File: src/rtl/muldiv_sequencer.sv
// muldiv_sequencer: iterative signed multiply / divide engine for the multicycle core.
// A single 2*WIDTH-bit accumulator and one WIDTH+1-bit adder/subtractor are shared
// between shift-add multiplication and restoring division. Operands are reduced to
// magnitudes up front, and the signs are re-applied in a single fix-up cycle.
module muldiv_sequencer #(
  parameter int WIDTH = 32
) (
  input  logic             clk,
  input  logic             reset,
  input  logic             mult_start,
  input  logic             div_start,
  input  logic [WIDTH-1:0] a,
  input  logic [WIDTH-1:0] b,
  output logic [WIDTH-1:0] hi,
  output logic [WIDTH-1:0] lo,
  output logic             mult_done,
  output logic             div_done,
  output logic             busy,
  output logic             div_zero
);

  localparam int CW = $clog2(WIDTH + 1);

  typedef enum logic [2:0] {
    IDLE,
    PREP,
    ITER,
    FIX,
    DONE
  } state_t;

  state_t                   r_state;
  state_t                   w_next;

  logic                     r_op_div;
  logic signed [WIDTH-1:0]  r_a;
  logic signed [WIDTH-1:0]  r_b;
  logic [WIDTH-1:0]         r_absb;
  logic                     r_sq;
  logic                     r_sr;
  logic                     r_dz;
  logic [2*WIDTH-1:0]       r_acc;
  logic [CW-1:0]            r_cnt;
  logic [WIDTH-1:0]         r_hi;
  logic [WIDTH-1:0]         r_lo;

  logic [2*WIDTH-1:0]       w_shl;
  logic [WIDTH:0]           w_opa;
  logic [WIDTH:0]           w_opb;
  logic                     w_cin;
  logic [WIDTH:0]           w_sum;

  // Magnitude of a signed operand; the most negative value maps to 2^(W-1) unsigned.
  function automatic logic [WIDTH-1:0] abs_val(input logic signed [WIDTH-1:0] v);
    return v[WIDTH-1] ? $unsigned(-v) : $unsigned(v);
  endfunction

  // Two's-complement negate when n is set.
  function automatic logic [WIDTH-1:0] neg_cond(input logic [WIDTH-1:0] v, input logic n);
    return n ? -v : v;
  endfunction

  assign w_shl = {r_acc[2*WIDTH-2:0], 1'b0};

  // Shared adder: multiply adds |b| to the upper half (carry kept in bit W);
  // divide subtracts |b| from the shifted remainder (bit W set means borrow).
  always_comb begin
    w_opa = '0;
    w_opb = '0;
    w_cin = 1'b0;
    if (r_op_div) begin
      w_opa = {1'b0, w_shl[2*WIDTH-1:WIDTH]};
      w_opb = ~{1'b0, r_absb};
      w_cin = 1'b1;
    end else begin
      w_opa = {1'b0, r_acc[2*WIDTH-1:WIDTH]};
      w_opb = r_acc[0] ? {1'b0, r_absb} : '0;
      w_cin = 1'b0;
    end
    w_sum = w_opa + w_opb + (WIDTH+1)'(w_cin);
  end

  // State register.
  always_ff @(posedge clk) begin
    if (reset) r_state <= IDLE;
    else       r_state <= w_next;
  end

  // Next-state logic; starts are only honoured in IDLE.
  always_comb begin
    w_next = r_state;
    unique case (r_state)
      IDLE:    if (mult_start || div_start) w_next = PREP;
      PREP:    w_next = (r_op_div && (r_b == '0)) ? FIX : ITER;
      ITER:    if (r_cnt == CW'(1)) w_next = FIX;
      FIX:     w_next = DONE;
      DONE:    w_next = IDLE;
      default: w_next = IDLE;
    endcase
  end

  // Operand capture, iteration datapath and result registers.
  always_ff @(posedge clk) begin
    if (reset) begin
      r_op_div <= 1'b0;
      r_a      <= '0;
      r_b      <= '0;
      r_absb   <= '0;
      r_sq     <= 1'b0;
      r_sr     <= 1'b0;
      r_dz     <= 1'b0;
      r_acc    <= '0;
      r_cnt    <= '0;
      r_hi     <= '0;
      r_lo     <= '0;
    end else begin
      unique case (r_state)
        IDLE: begin
          if (mult_start || div_start) begin
            r_op_div <= ~mult_start;
            r_a      <= a;
            r_b      <= b;
            r_dz     <= 1'b0;
          end
        end
        PREP: begin
          r_absb <= abs_val(r_b);
          r_sq   <= r_a[WIDTH-1] ^ r_b[WIDTH-1];
          r_sr   <= r_a[WIDTH-1];
          r_acc  <= {{WIDTH{1'b0}}, abs_val(r_a)};
          r_cnt  <= CW'(WIDTH);
          if (r_op_div && (r_b == '0)) r_dz <= 1'b1;
        end
        ITER: begin
          r_cnt <= r_cnt - CW'(1);
          if (r_op_div) begin
            if (!w_sum[WIDTH]) r_acc <= {w_sum[WIDTH-1:0], w_shl[WIDTH-1:1], 1'b1};
            else               r_acc <= w_shl;
          end else begin
            r_acc <= {w_sum, r_acc[WIDTH-1:1]};
          end
        end
        FIX: begin
          if (r_dz) begin
            r_hi <= r_a;
            r_lo <= '1;
          end else if (r_op_div) begin
            r_hi <= neg_cond(r_acc[2*WIDTH-1:WIDTH], r_sr);
            r_lo <= neg_cond(r_acc[WIDTH-1:0], r_sq);
          end else begin
            {r_hi, r_lo} <= r_sq ? -r_acc : r_acc;
          end
        end
        default: ;
      endcase
    end
  end

  assign hi        = r_hi;
  assign lo        = r_lo;
  assign busy      = (r_state != IDLE);
  assign mult_done = (r_state == DONE) && !r_op_div;
  assign div_done  = (r_state == DONE) && r_op_div;
  assign div_zero  = r_dz;

endmodule

File: config.mk
export PLATFORM = sky130hd
export DESIGN_NAME = muldiv_sequencer
export DESIGN_NICKNAME = d
export VERILOG_FILES = /design/src/rtl/muldiv_sequencer.sv
export SDC_FILE = /design/constraint.sdc
export NUM_CORES = 1
export LEC_CHECK = 0
export CAP_MARGIN = 20
export CORE_MARGIN = 3
export CORE_UTILIZATION = 60
export DETAILED_ROUTE_END_ITERATION = 10
export PLACE_DENSITY = 0.83
export SYNTH_ARGS = -nofsm -noshare
export SYNTH_HDL_FRONTEND = slang
export SYNTH_SLANG_ARGS = --single-unit
File: constraint.sdc
create_clock -name clk -period 9.2 [get_ports clk]
set_input_delay 1.38 -clock clk [delete_from_list [all_inputs] [get_ports clk]]
set_output_delay 1.38 -clock clk [all_outputs]
set_load 0.01 [all_outputs]
==> reports/results.ini <==
[power]
p_sw_w=0.00139
peakVddDrop_uv=188
p_sw_share_pct=38.2
p_int_w=0.00224
power_leakage_nw=6.58
totalPowerFinal_w=0.00363
seq_power_share_pct=37.3
p_per_area_nw_per_um2=207
power_frac_comb_pct=32.7
p_clk_share_pct=30.0

[final_layout]
num-nets-final=2140
design_area_um2=17500
final_cells=2376
antennaDiodeCount=0
area.growth.synth_to_final_pct=14.7
final_layout_size_suffix_gt1_share_pct=6.48

[yosys]
synth_area_leader_cell=dfxtp_1
yosys-mux-area-fraction_pct=4.77
synth_xor_area_share_pct=8.16
synth_edf_count=0
ys_seq_area_share_pct=31.1
synth_top_area_share_pct=31.1
synth_compound_area_share_pct=24.6
synthCells=2020
yosysUniqueCellTypes=79
synth_nets=2128
synth_area_um2=15200
synthFlopType=dfxtp_1
synth_fa_ha_area_share_pct=3.38
ys_ff_latch=237
synth_top_family_by_area=compound AO/OA/AOI/OAI gates
syn_avg_cell_area_um2=7.55
yosys_warnings=0
synthArstFlopShare_pct=0
synth.area.top_cells=dfxtp_1 31%, nand2_1 7.0%, a21oi_1 5.1%, xor2_1 4.8%, o21ai_0 4.6%
yosys.area_share.simple_pct=22.9

[sta]
setup_violations=0
min_period_over_period_pct=48.6
tightest_slew_ns=1.05
finalSetupTns_ns=0
period_minus_slack_ns=4.47
slew_headroom_pct=29.7
fin_skew_ns=0.0296
rsz0062_at_grt=no
finalWorstSetupSlack_ns=4.73
hold_viol_final=0
fmax_mhz=224
maxSlewViolCount=0

[routing]
dr.pass1.iters=6
routed_wl_um=50000
vias=15700
ant_nets=0
vias_per_cell=6.61
wl_per_cell_um=21.0
drc=0
first_iter_violations=2057

[worst_hold_path]
hold_depth=2
holdCritPathClass=reg -> reg

[critical_path]
cp_max_fo=54
path_class=reg -> reg
startpoint_type=flop
cp.required_ns=9.66
end_kind=flop
reg2reg_slack_ns=4.73
reg2reg_depth=11
worstPathArrival_ns=4.93

[place]
routabilityCongestion=1.01
placed_cell_area_um2=16500
place_ws_ns=4.48
post-place-cells=2324
dpl.hpwl_um=36100
port-buffer-count=135

[cts]
clock_path_buffers=3
insertion_delay_ns=0.56
clockRootBuffer=clkbuf_16
ctsResizeCount=0
clock_sinks=237
cts_hold_buf=0
clk_pin_slew_worst_paths_ns=0.06
numCtsBuffers=26
cts_tree=done
post-cts-setup-buffer-count=0
ctsHtreeMaxLevel=1

[die]
die_y_um=165
pin_count=136
rows=57
dieWidth_um=165
dieArea_um2=27400
coreArea_um2=24700
start_util_pct=61.8

[run]
cap_violations=0

[global_route]
grt_use_total_pct=35.5
antenna_found_initial=0
grt_pass1_wl_um=77500
grt_pass1_vias=13700
grt_max_degree=95
grt_overflow=0

[outcome]
status=complete, no violations

-- registers in the layout, summed over array words and instances, names as in the netlist, 3 cells and up --
signal and cells:
r_acc 64, hi 32, lo 32, r_a 32
r_absb 32, r_b 32, r_cnt 6, r_state 3
-- worst max-delay path: stages (launching register included) --
cell and delay, ns:
dfxtp_4 0.85, buf_4 0.61, mux2_2 0.42, ha_1 0.46, nand2_1 0.15, a211o_1 0.35, nand2b_1 0.17, o22ai_1 0.24
a21o_1 0.16, buf_4 0.36, mux2_2 0.38, o21ai_0 0.12
-- cells by family (layout without fill, tap and decap cells) --
| kind of cell | count (synthesis) | count (layout) |
|---|---|---|
| DFF | 237 | 237 |
| buffers and inverters | 203 | 235 |
| muxes | 69 | 69 |
| xor gates and xnor gates | 142 | 142 |
| and+or+nand+nor | 738 | 738 |
| AOI/OAI and AO/OA | 591 | 591 |
| adders and majority gates | 40 | 40 |
-- cell usage after synthesis (13+ instances only) --
| library cell | n |
|---|---|
| nand2_1 | 285 |
| dfxtp_1 | 237 |
| a21oi_1 | 155 |
| clkbuf_1 | 155 |
| nor2_1 | 145 |
| o21ai_0 | 141 |
| nand3_1 | 134 |
| xor2_1 | 84 |
| a211oi_1 | 72 |
| xnor2_1 | 58 |
| mux2i_1 | 40 |
| ha_1 | 38 |
| nor3_1 | 34 |
| o31ai_1 | 32 |
| mux2_2 | 29 |
| inv_1 | 26 |
| a22oi_1 | 25 |
| o22ai_1 | 25 |
| a31oi_1 | 18 |
| or3_1 | 18 |
| o41ai_1 | 17 |
| or4_1 | 16 |
| buf_1 | 15 |
| nor4_1 | 15 |
| nand2b_1 | 14 |
| a21o_1 | 13 |
| nand4_1 | 13 |
-- power by group through the flow --
stage / clock network (W) / logic, W / registers [W]
detailed placement: 0 / 0.00114 / 0.00136
global route: 0.00113 / 0.00129 / 0.00136
global placement: 0 / 0.00112 / 0.00136
CTS: 0.00109 / 0.00115 / 0.00134
floorplan: 0 / 0.000900 / 0.00125
finish: 0.00109 / 0.00119 / 0.00135
-- routing by layer --
layer	track usage (%)	share of wire, %	vias to the layer above
met5	0	0	-
met4	8.39	2.4	0
met3	7.31	13	103
met2	52.0	42	913
met1	53.4	43	7344
li1	-	-	7357
-- stage by stage --
| stage | hold slack (ns) | utilization [%] |
|---|---|---|
| finish | 0.472 | 70.9 |
| global placement | 0.454 | 67.0 |
| floorplan | 0.442 | - |
| global route | 0.478 | 70.9 |
| CTS | 0.471 | 70.6 |
| detailed placement | 0.459 | 67.0 |
-- worst paths after layout --
check | start | end
setup / recovery | r_op_div | r_acc[33]
hold / removal | hi[9] | hi[9]
setup reg to reg | r_op_div | r_acc[33]
hold reg to reg | hi[9] | hi[9]
-- cells in the final DEF, fill, tap and decap left out, types with 26 or more instances in the layout --
cell             Yosys  routed
a211oi_1            72      72
a21oi_1            155     155
clkbuf_16            0      26
clkdlybuf4s50_1      0     134
dfxtp_1            237     236
ha_1                38      38
inv_1               26      26
mux2_2              29      29
mux2i_1             40      40
nand2_1            285     285
nand3_1            134     134
nor2_1             145     142
nor3_1              34      34
o21ai_0            141     141
o31ai_1             32      32
xnor2_1             58      58
xor2_1              84      84
-- layout make-up --
| type | count | area, um2 |
|---|---|---|
| tap | 324 | 405 |
| sequential | 237 | 4750 |
| multi-input combinational | 1580 | 9770 |
| inverter | 27 | 101 |
| clock buffer | 35 | 724 |
| timing repair buffer | 160 | 1580 |
| clock inverter | 13 | 161 |
| fill | 2047 | 7190 |
No activity file was read; power rests on OpenSTA's default activity.
